### src/rtl/button_conditioner.sv
// button_conditioner: 2-flop synchronizer plus debounce FSM for the start, stop and record buttons.
// Define GLITCH_CNT_EN to add the saturating rejected-bounce counter on glitch_cnt.
module button_conditioner #(
  parameter int unsigned DB_CYCLES = 1_000_000
) (
  input  logic       clk,
  input  logic       reset,
  input  logic       start_btn,
  input  logic       stop_btn,
  input  logic       record_btn,
  output logic       start,
  output logic       stop,
  output logic       see_the_record,
  output logic       start_pulse,
  output logic       stop_pulse
`ifdef GLITCH_CNT_EN
  ,
  output logic [7:0] glitch_cnt
`endif
);

  localparam int unsigned N_CH  = 3;
  localparam int unsigned CNT_W = (DB_CYCLES > 1) ? $clog2(DB_CYCLES) : 1;
  localparam logic [CNT_W-1:0] CNT_LAST = CNT_W'(DB_CYCLES - 1);

  typedef enum logic [1:0] {
    S_REL        = 2'd0,
    S_PRESS_WAIT = 2'd1,
    S_PRESSED    = 2'd2,
    S_REL_WAIT   = 2'd3
  } state_e;

  // Channel order: 0 = start, 1 = stop, 2 = record
  logic [N_CH-1:0] w_raw;
  logic [N_CH-1:0] r_sync1;
  logic [N_CH-1:0] r_sync2;
  logic [N_CH-1:0] w_level;
  logic [1:0]      w_pulse;
`ifdef GLITCH_CNT_EN
  logic [N_CH-1:0] w_glitch;
`endif

  assign w_raw = {record_btn, stop_btn, start_btn};

  // Synchronizers idle at the released (high) level
  always_ff @(posedge clk) begin
    if (!reset) begin
      r_sync1 <= '1;
      r_sync2 <= '1;
    end else begin
      r_sync1 <= w_raw;
      r_sync2 <= r_sync1;
    end
  end

  for (genvar i = 0; i < N_CH; i++) begin : g_chan
    state_e           r_state;
    state_e           w_state_nxt;
    logic [CNT_W-1:0] r_cnt;
    logic [CNT_W-1:0] w_cnt_nxt;
    logic             r_level;
    logic             w_level_nxt;
    logic             w_in;
    logic             w_cnt_last;

    assign w_in       = r_sync2[i];
    assign w_cnt_last = (r_cnt == CNT_LAST);

    always_ff @(posedge clk) begin
      if (!reset) begin
        r_state <= S_REL;
        r_cnt   <= '0;
        r_level <= 1'b0;
      end else begin
        r_state <= w_state_nxt;
        r_cnt   <= w_cnt_nxt;
        r_level <= w_level_nxt;
      end
    end

    always_comb begin
      w_state_nxt = r_state;
      case (r_state)
        S_REL: begin
          if (!w_in) w_state_nxt = S_PRESS_WAIT;
        end
        S_PRESS_WAIT: begin
          if (w_in)            w_state_nxt = S_REL;
          else if (w_cnt_last) w_state_nxt = S_PRESSED;
        end
        S_PRESSED: begin
          if (w_in) w_state_nxt = S_REL_WAIT;
        end
        S_REL_WAIT: begin
          if (!w_in)           w_state_nxt = S_PRESSED;
          else if (w_cnt_last) w_state_nxt = S_REL;
        end
        default: w_state_nxt = S_REL;
      endcase
    end

    // Level is taken from the next state so it changes on the same edge as the FSM
    always_comb begin
      w_cnt_nxt   = r_cnt;
      w_level_nxt = (w_state_nxt == S_PRESSED) || (w_state_nxt == S_REL_WAIT);
      case (r_state)
        S_REL: begin
          if (!w_in) w_cnt_nxt = '0;
        end
        S_PRESS_WAIT: begin
          if (!w_in && !w_cnt_last) w_cnt_nxt = r_cnt + CNT_W'(1);
        end
        S_PRESSED: begin
          if (w_in) w_cnt_nxt = '0;
        end
        S_REL_WAIT: begin
          if (w_in && !w_cnt_last) w_cnt_nxt = r_cnt + CNT_W'(1);
        end
        default: w_cnt_nxt = '0;
      endcase
    end

    assign w_level[i] = r_level;

    if (i < 2) begin : g_pulse
      logic r_pulse;

      // Only a fresh press pulses; a REL_WAIT re-entry does not
      always_ff @(posedge clk) begin
        if (!reset) r_pulse <= 1'b0;
        else        r_pulse <= (r_state == S_PRESS_WAIT) && (w_state_nxt == S_PRESSED);
      end

      assign w_pulse[i] = r_pulse;
    end

`ifdef GLITCH_CNT_EN
    assign w_glitch[i] = ((r_state == S_PRESS_WAIT) &&  w_in) ||
                         ((r_state == S_REL_WAIT)   && !w_in);
`endif
  end

`ifdef GLITCH_CNT_EN
  logic [7:0] r_glitch_cnt;
  logic [9:0] w_glitch_sum;

  assign w_glitch_sum = 10'(r_glitch_cnt) + 10'(w_glitch[0]) +
                        10'(w_glitch[1]) + 10'(w_glitch[2]);

  always_ff @(posedge clk) begin
    if (!reset) r_glitch_cnt <= '0;
    else        r_glitch_cnt <= (w_glitch_sum > 10'd255) ? 8'hFF : w_glitch_sum[7:0];
  end

  assign glitch_cnt = r_glitch_cnt;
`endif

  assign start          = ~w_level[0];
  assign stop           = ~w_level[1];
  assign see_the_record =  w_level[2];
  assign start_pulse    =  w_pulse[0];
  assign stop_pulse     =  w_pulse[1];

endmodule

### config.mk
export PLATFORM = sky130hd
export DESIGN_NAME = button_conditioner
export DESIGN_NICKNAME = d
export VERILOG_FILES = /design/src/rtl/button_conditioner.sv
export SDC_FILE = /design/constraint.sdc
export NUM_CORES = 1
export LEC_CHECK = 0
export ABC_AREA = 0
export CAP_MARGIN = 40
export CORE_ASPECT_RATIO = 0.6
export CORE_MARGIN = 3
export CORE_UTILIZATION = 65
export DETAILED_ROUTE_END_ITERATION = 16
export GPL_TIMING_DRIVEN = 0
export PLACE_DENSITY = 0.83
export SYNTH_ARGS = -nofsm -noshare
export SYNTH_HDL_FRONTEND = slang
export SYNTH_SLANG_ARGS = --single-unit
### constraint.sdc
create_clock -name clk -period 4 [get_ports clk]
set_input_delay 0.4 -clock clk [delete_from_list [all_inputs] [get_ports clk]]
set_output_delay 0.4 -clock clk [all_outputs]
set_load 0.03 [all_outputs]
==> impl_metrics.ini, run 1 <==
[status]
status = completed

[clock_network]
clk_pin_slew_worst_paths_ps = 80
postCtsHoldBufs = 0
clock-sinks = 75
cts_tree = yes
cts.repair.resized = 0
clk_latency_ps = 350
h-tree-depth = 3
root_buffer = clkbuf_8
numCtsBuffers = 9
clock_path_buffers = 2
postCtsSetupBuffers = 0

[detailed_routing]
wl_met2_mm = 3.17
drtPass1Iterations = 6
wl_met1_mm = 3.83
wl_met3_um = 521
viasPerCell = 6.03
wirelength_mm = 7.59
final_antenna_net_count = 0
wl_per_cell_um = 14.9
vias = 3068
drc = 0
dr.max_layer_used = met4
drtIter0Drc = 229

[timing]
fin_skew_ps = 11.3
timing.final.ws_setup_ps = 1510
hold_viol = 0
rsz0062_at_grt = false
finalMaxSlewViolations = 0
worst_hold_slack_ps = 410
post-route-min-period_ps = 2490
worst_slew_pin_slew_ps = 701
max_freq_mhz = 402
tns_ps = 0
slew_headroom_pct = 52.8
setup_viol = 0
fin_crit_sh_pct = 62.2

[synth]
synth-simple-area-share_pct = 32.4
syn_nets = 425
avgSynthCellArea_um2 = 8.45
synthMuxAreaShare_pct = 0.284
synth-edff-count = 0
synth-xor-area-share_pct = 10.7
synth_top_family_by_area = simple AND/OR/NAND/NOR gates
ys_warn_count = 0
ys_seq_area_share_pct = 42.6
synth_compound_area_share_pct = 9.51
syn_inst = 417
synth_seq_cells = 75
ys_async_sr_fraction_pct = 0
netlist_area_um2 = 3520
synth_ff_type = dfxtp_1
synth_cell_type_count = 46
synth_fa_ha_area_share_pct = 1.06

[floorplan]
die_y_um = 63.0
die_x_um = 101
ios = 10
die-area_um2 = 6370
fp.coreArea_um2 = 5150
initial_core_util_pct = 68.4
rows = 20

[power_and_ir_drop]
finalPower_mw = 1.40
vdd_ir_drop_max_mv = 0.239
p_leak_nw = 1.29
powerDensity_nw_per_um2 = 358

[layout]
n_antenna_cell = 0
final_cell_mix = 75 x dfxtp_1, 52 x nor2_1, 44 x nand2_1
fillers = 382
fin_cells = 509
area_delta_synth_final_pct = 10.8
drive_gt1_share_pct = 6.55
nNetsFinal = 446
layout_commonest_cell = dfxtp_1

[global_routing]
grt_pass1_wl_mm = 12.9
grt_use_total_pct = 25.4
grt_pass1_vias = 2736
grt_max_degree = 14
overflow = 0
antenna_found_initial = 0

[place]
dp_hpwl_mm = 5.35
io_buffers = 9
gp_congestion = 0.894
post-place-ws_ps = 1610
dp_cells = 493

[setup_path]
cp.required_ps = 4240
crit_type = reg2reg
rrSetupSlack_ps = 1510
cp-end-kind = register
r2r-start = g_chan[0].r_state[0]$_SDFF_PN0_
ff2ff_path_depth = 7
crit_fanout = 10
critPathLaunchType = register
rr_endpoint = g_chan[0].r_cnt[5]$_SDFFE_PN0P_
arrival_ps = 2720

[min_path]
hp-class = reg2reg
hold_end = r_sync2[0]$_SDFF_PN1_
holdCritStartpoint = r_sync1[0]$_SDFF_PN1_
hold_depth = 1

[run]
drv_cap = 0
flip-flops by register name (all words and copies together), names as in the netlist:
register / count
start_pulse: 1
g_chan.r_level: 1
r_sync2: 3
stop_pulse: 1
r_sync1: 3
g_chan.r_cnt: 60
g_chan.r_state: 6
power by group:
group / internal, mW / switching, mW / total [mW]
logic: 0.0163 / 0.0341 / 0.0503
clock network: 0.309 / 0.282 / 0.591
registers: 0.751 / 0.00456 / 0.756
through the flow:
stage,utilization (%),area [um2]
6_report,75.8,3910
5_1_grt,75.8,3910
4_1_cts,75.8,3910
3_5_place_dp,71.8,3700
3_3_place_gp,71.7,3700
2_1_floorplan,-,3520
cells in the mapped netlist, types with 2 or more instances:
cell,instances,area (um2)
dfxtp_1,75,1500
nor2_1,52,195
nand2_1,44,165
xnor2_1,31,272
nand3_1,25,125
nor3_1,22,110
clkbuf_1,17,63.8
nor4_1,13,81.3
a21oi_1,12,60.1
inv_1,12,45.0
xor2_1,12,105
a32o_1,11,110
and3_1,11,68.8
o21ai_0,10,50.1
nand2b_1,9,56.3
nand4_1,9,56.3
or2_2,6,37.5
nor4b_1,5,43.8
and2_1,4,25.0
and4_1,4,35.0
ha_1,3,37.5
or3_1,3,18.8
a21o_1,2,15.0
a41o_1,2,20.0
nand4b_1,2,17.5
area by class of cell:
type	instances	area (um2)	share of cell area [%]
Buffer	18	75.1	1.92
Clock buffer	11	141	3.62
Clock inverter	5	61.3	1.57
Inverter	12	45.0	1.15
Multi-Input combinational cell	312	1900	48.7
Sequential cell	75	1500	38.4
Tap cell	66	82.6	2.11
Timing Repair Buffer	10	95.1	2.44
metal layers:
metal | vias to the layer above | track usage [%]
li1 | 1516 | -
met1 | 1437 | 38.6
met2 | 108 | 34.0
met3 | 7 | 6.35
met4 | 0 | 9.29
met5 | - | 0
cell families (layout without fill, tap and decap cells):
| logic type | count (synthesis) | count (layout) |
|---|---|---|
| and+or+nand+nor | 220 | 220 |
| DFF | 75 | 75 |
| AOI/OAI and AO/OA | 45 | 45 |
| xor gates and xnor gates | 43 | 43 |
| buffers and inverters | 30 | 56 |
| adders and majority gates | 3 | 3 |
| muxes | 1 | 1 |
worst max-delay path, stage by stage (launching register included):
cell      delay, ps
dfxtp_1         310
clkbuf_1        350
nand3b_1        120
nor4_1          610
a21oi_2         280
and2_0          220
clkbuf_1        200
a32o_1          270
how the worst max path moves through the flow:
stage | depth (start not counted) | endpoint | startpoint | slack, ps
2_1_floorplan | 7 | g_chan[1].r_cnt[5]$_SDFFE_PN0P_ | g_chan[1].r_cnt[0]$_SDFFE_PN0P_ | 1980
3_5_place_dp | 7 | g_chan[0].r_cnt[2]$_SDFFE_PN0P_ | g_chan[0].r_state[0]$_SDFF_PN0_ | 1610
6_report | 7 | g_chan[0].r_cnt[5]$_SDFFE_PN0P_ | g_chan[0].r_state[0]$_SDFF_PN0_ | 1510
3_3_place_gp | 7 | g_chan[0].r_cnt[2]$_SDFFE_PN0P_ | g_chan[0].r_state[0]$_SDFF_PN0_ | 1680
5_1_grt | 7 | g_chan[0].r_cnt[2]$_SDFFE_PN0P_ | g_chan[0].r_state[0]$_SDFF_PN0_ | 1360
4_1_cts | 7 | g_chan[0].r_cnt[2]$_SDFFE_PN0P_ | g_chan[0].r_state[0]$_SDFF_PN0_ | 1570
Note: power is estimated with default switching activity, not from simulation.
==> run 2, diff against run 1 <==
--- a/config.mk
+++ b/config.mk
@@ -9,10 +9,10 @@
 export CAP_MARGIN = 40
 export CORE_ASPECT_RATIO = 0.6
 export CORE_MARGIN = 3
-export CORE_UTILIZATION = 65
+export CORE_UTILIZATION = 55
 export DETAILED_ROUTE_END_ITERATION = 16
 export GPL_TIMING_DRIVEN = 0
-export PLACE_DENSITY = 0.83
+export PLACE_DENSITY = 0.75
 export SYNTH_ARGS = -nofsm -noshare
 export SYNTH_HDL_FRONTEND = slang
 export SYNTH_SLANG_ARGS = --single-unit
==> constraint.sdc (replaced) <==
create_clock -name clk -period 2.26 [get_ports clk]
set_input_delay 0.226 -clock clk [delete_from_list [all_inputs] [get_ports clk]]
set_output_delay 0.226 -clock clk [all_outputs]
set_load 0.03 [all_outputs]
==> run 2 against run 1 <==
Compared with the run above: global-route usage decreased by 3.6 points; cell area increased by 2.3%; sequential cell count unchanged; worst hold slack improved by 13 ps; power increased by 93%; core utilization decreased by 7.9 points; setup slack got worse by 1400 ps; sequential power increased by 77%; maximum frequency increased by 18%; via count decreased by 1.7%; routed wire length decreased by 0.38%; clock skew increased by 0.65 ps; critical path type unchanged.
==> impl_metrics.ini, run 2 (synthesis gave the netlist of run 1 again) <==
[min_path]
hp-class = reg2reg
hold_end = r_sync2[0]$_SDFF_PN1_
hold_depth = 1
holdCritStartpoint = r_sync1[0]$_SDFF_PN1_

[detailed_routing]
final_antenna_net_count = 0
drc = 0
drtIter0Drc = 221
wirelength_mm = 7.56
viasPerCell = 5.79
drtPass1Iterations = 5
vias = 3017
wl_per_cell_um = 14.5

[floorplan]
initial_core_util_pct = 59.9
die-area_um2 = 7440
rows = 21
fp.coreArea_um2 = 5890
die_x_um = 109
ios = 10
die_y_um = 68.0

[clock_network]
clk_latency_ps = 350
numCtsBuffers = 9
root_buffer = clkbuf_8
clock-sinks = 75
clk_pin_slew_worst_paths_ps = 80
postCtsHoldBufs = 0
cts_tree = yes
h-tree-depth = 3
clock_path_buffers = 2

[global_routing]
grt_max_degree = 16
antenna_found_initial = 0
grt_pass1_vias = 2615
grt_use_total_pct = 21.7
grt_pass1_wl_mm = 12.6
overflow = 0

[setup_path]
critPathLaunchType = register
crit_type = reg2reg
arrival_ps = 2340
rrSetupSlack_ps = 150
cp.required_ps = 2490
crit_fanout = 7
cp-end-kind = register
r2r-start = g_chan[0].r_cnt[4]$_SDFFE_PN0P_
ff2ff_path_depth = 6
rr_endpoint = g_chan[0].r_cnt[7]$_SDFFE_PN0P_

[timing]
finalMaxSlewViolations = 0
fin_skew_ps = 11.9
hold_viol = 0
max_freq_mhz = 473
slew_headroom_pct = 48.9
post-route-min-period_ps = 2110
timing.final.ws_setup_ps = 147
rsz0062_at_grt = false
fin_crit_sh_pct = 93.5
worst_slew_pin_slew_ps = 755
setup_viol = 0

[power_and_ir_drop]
p_leak_nw = 1.34
powerDensity_nw_per_um2 = 675
vdd_ir_drop_max_mv = 0.322

[layout]
area_delta_synth_final_pct = 13.3
fin_cells = 521
drive_gt1_share_pct = 7.71
largest_reg_flops = 60
top_regs = g_chan.r_cnt (60), g_chan.r_state (6)
top_register = g_chan.r_cnt
layout_commonest_cell = dfxtp_1
final_cell_mix = 75 x dfxtp_1, 52 x nor2_1, 44 x nand2_1
n_antenna_cell = 0
nNetsFinal = 445
fillers = 494

[status]
status = completed

[place]
post-place-ws_ps = -84.8
io_buffers = 9
gp_congestion = 0.835
dp_hpwl_mm = 5.32
dp_cells = 507

[run]
drv_cap = 0
run 2: changes by cell type in the layout (fill, tap and decap cells not counted), sizes merged:
| cell | delta |
|---|---|
| clkbuf | -3 |
| clkinv | -3 |
| buf | +2 |
| bufinv | +2 |
| clkinvlp | +1 |
| inv | -1 |
run 2: critical path, cell delays in order (launching register included):
cell       delay, ps
dfxtp_1          430
nand4_1          210
or2_2            350
clkbuf_1         200
a2111oi_0        560
xnor2_1          190
nor2_1            50
run 2: report_power, final:
part	switching, mW	leakage, nW	internal [mW]
registers	0.00965	0.606	1.33
logic	0.0582	0.608	0.0285
clock network	0.483	0.122	0.788
run 2: worst max path at each step:
stage               depth (start not counted)                          endpoint                            start  slack [ps]
finish                                      6   g_chan[0].r_cnt[7]$_SDFFE_PN0P_  g_chan[0].r_cnt[4]$_SDFFE_PN0P_         150
global route                                6   g_chan[1].r_state[1]$_SDFF_PN0_  g_chan[1].r_cnt[0]$_SDFFE_PN0P_          40
CTS                                         6  g_chan[2].r_cnt[11]$_SDFFE_PN0P_  g_chan[2].r_cnt[6]$_SDFFE_PN0P_          40
detailed placement                          7   g_chan[0].r_cnt[2]$_SDFFE_PN0P_  g_chan[0].r_state[0]$_SDFF_PN0_         -80
global placement                            8   g_chan[1].r_cnt[6]$_SDFFE_PN0P_  g_chan[1].r_cnt[0]$_SDFFE_PN0P_         -20
floorplan                                   7   g_chan[1].r_cnt[5]$_SDFFE_PN0P_  g_chan[1].r_cnt[0]$_SDFFE_PN0P_         240
run 2: final cells by class:
| type | instances | area [um2] | share of cell area (%) |
|---|---|---|---|
| Tap cell | 80 | 100 | 2.51 |
| Inverter | 12 | 45.0 | 1.13 |
| Clock inverter | 4 | 97.6 | 2.44 |
| Sequential cell | 75 | 1500 | 37.6 |
| Multi-Input combinational cell | 312 | 1920 | 48.2 |
| Buffer | 15 | 63.8 | 1.60 |
| Clock buffer | 11 | 151 | 3.79 |
| Timing Repair Buffer | 12 | 110 | 2.76 |
run 2: timing repair:
| action | CTS | global route |
|---|---|---|
| pin swaps | 0 | 1 |
| gates cloned | 0 | 0 |
| buffers inserted | 0 | 2 |
| setup endpoints to repair | 14 | 33 |
| resized for setup | 2 | 2 |
run 2: routing by layer:
metal  share of wire [%]  global-route usage [%]  vias up
li1                    -                       -     1495
met1                  51                    32.7     1394
met2                  39                    29.7      113
met3                 7.9                    6.13       15
met4                 1.5                    6.53        0
met5                   0                       0        -
run 2: through the flow:
step | total power, mW | cell area [um2] | util, % | TNS (ps) | hold WS (ps)
finish | 2.70 | 3990 | 67.9 | 0 | 423
global route | 2.80 | 3990 | 67.9 | 0 | 431
CTS | 2.72 | 3970 | 67.5 | 0 | 424
detailed placement | 1.46 | 3720 | 63.2 | -604 | 397
global placement | 1.45 | 3710 | 63.1 | -58.8 | 390
floorplan | 1.43 | 3520 | - | 0 | 327
==> run 3, diff against run 2 <==
--- a/config.mk
+++ b/config.mk
@@ -16,3 +16,4 @@
 export SYNTH_ARGS = -nofsm -noshare
 export SYNTH_HDL_FRONTEND = slang
 export SYNTH_SLANG_ARGS = --single-unit
+export TNS_END_PERCENT = 20
==> run 3 against run 2 <==
Compared with the run above: non-clock buffer count grew 1; clock-buffer cell count is the same; worst hold slack gained 1.6 ps; combinational power grew 1%; critical path depth grew 1; clock skew shrank 0.60 ps; sequential share of layout area shrank 0.059 points; via count shrank 1.4%; cell area grew 0.16%; routed wire length shrank 0.15%; sequential power is essentially flat; die area is the same.
==> impl_metrics.ini, run 3 (synthesis gave the netlist of run 1 again) <==
[layout]
top_register = g_chan.r_cnt
n_antenna_cell = 0
postLayoutCellArea_um2 = 4000
final_cell_mix = 75 x dfxtp_1, 52 x nor2_1, 44 x nand2_1
top_regs = g_chan.r_cnt (60), g_chan.r_state (6)
area_delta_synth_final_pct = 13.5
fillers = 493
nNetsFinal = 446
largest_reg_flops = 60
drive_gt1_share_pct = 7.69
layout_commonest_cell = dfxtp_1

[power_and_ir_drop]
p_leak_nw = 1.34
finalPower_mw = 2.70
vdd_ir_drop_max_mv = 0.321
powerDensity_nw_per_um2 = 674

[setup_path]
arrival_ps = 2340
cp-end-kind = register
critPathSlowestCell = dfxtp_1
crit_fanout = 10
critPathTopFamily = simple AND/OR/NAND/NOR gates
cp_cell_sequence = ha_1 > nand3b_1 > nor4_4 > a21oi_2 > and2_0 > clkbuf_1 > a41o_1
crit_type = reg2reg
cp.required_ps = 2500
critPathLaunchType = register
cp_slowest_stage_delay_ps = 400
critPathBufInv = 1

[place]
io_buffers = 9
dp_hpwl_mm = 5.32
gp_congestion = 0.835
place_area_um2 = 3720

[floorplan]
fp.coreArea_um2 = 5890
die_y_um = 68.0
initial_core_util_pct = 59.9
die_x_um = 109
die-area_um2 = 7440
rows = 21
ios = 10

[global_routing]
grt_use_total_pct = 21.8
grt_pass1_vias = 2628
overflow = 0
grt_pass1_wl_mm = 12.6
grt_max_degree = 13
antenna_found_initial = 0

[run]
drv_cap = 0

[timing]
finalMaxSlewViolations = 0
fin_skew_ps = 11.3
hold_viol = 0
post-route-min-period_ps = 2100
setup_viol = 0
rsz0062_at_grt = false
fin_crit_sh_pct = 92.8
worst_slew_pin_slew_ps = 714
slew_headroom_pct = 51.8
tns_ps = 0
max_freq_mhz = 477

[clock_network]
root_buffer = clkbuf_8
cts_tree = yes
numCtsBuffers = 9
clock_path_buffers = 2
clock-sinks = 75
h-tree-depth = 3
clk_latency_ps = 340
clk_pin_slew_worst_paths_ps = 80

[detailed_routing]
wl_per_cell_um = 14.5
vias = 2976
drtIter0Drc = 207
drtPass1Iterations = 5
viasPerCell = 5.70
final_antenna_net_count = 0
drc = 0
wirelength_mm = 7.55

[status]
status = completed

[min_path]
hp-class = reg2reg
[run 3: cell types whose count changed in the layout (fill, tap and decap cells not counted), sizes merged]
cell / previous run / this run
clkbuf: 25 / 26
[run 3: metal layers]
layer	share of wire, %	global-route usage, %	up-vias
met2	40	29.9	105
li1	-	-	1500
met1	51	32.8	1359
met3	7.5	6.13	12
met5	0	0	-
met4	1.1	6.53	0
[run 3: area by class of cell]
cell class / instances / area [um2] / share of cell area [%]
Multi-Input combinational cell: 312 / 1930 / 48.1
Sequential cell: 75 / 1500 / 37.5
Clock buffer: 11 / 151 / 3.78
Timing Repair Buffer: 12 / 110 / 2.75
Tap cell: 80 / 100 / 2.50
Clock inverter: 4 / 97.6 / 2.44
Buffer: 16 / 68.8 / 1.72
Inverter: 12 / 45.0 / 1.13
[run 3: worst paths after layout]
path,depth (start not counted),slack [ps],from,to
hold reg to reg,1,430,r_sync1[0]$_SDFF_PN1_,r_sync2[0]$_SDFF_PN1_
setup reg to reg,7,160,g_chan[0].r_cnt[0]$_SDFFE_PN0P_,g_chan[0].r_cnt[2]$_SDFFE_PN0P_
hold / removal,1,430,r_sync1[0]$_SDFF_PN1_,r_sync2[0]$_SDFF_PN1_
setup / recovery,7,160,g_chan[0].r_cnt[0]$_SDFFE_PN0P_,g_chan[0].r_cnt[2]$_SDFFE_PN0P_
[run 3: what timing repair did]
action / in CTS / in global routing
pin swaps: 1 / 1
hold buffers: 0 / 0
setup buffers: 0 / 2
setup endpoints to repair: 14 / 33
resized for setup: 2 / 3
[run 3: power breakdown]
| group | switching [mW] | internal (mW) | leakage, nW |
|---|---|---|---|
| logic | 0.0589 | 0.0288 | 0.614 |
| registers | 0.00964 | 1.33 | 0.606 |
| clock network | 0.483 | 0.788 | 0.122 |
| total | 0.551 | 2.15 | 1.34 |
[run 3: per-stage QoR]
stage	hold slack [ps]	util, %	worst slack (ps)	cells
2_1_floorplan	327	-	244	417
4_1_cts	424	67.6	31.2	522
6_report	425	68.0	164	522
3_5_place_dp	397	63.2	-84.8	507
3_3_place_gp	390	63.1	-24.6	506
5_1_grt	431	68.0	42.1	522
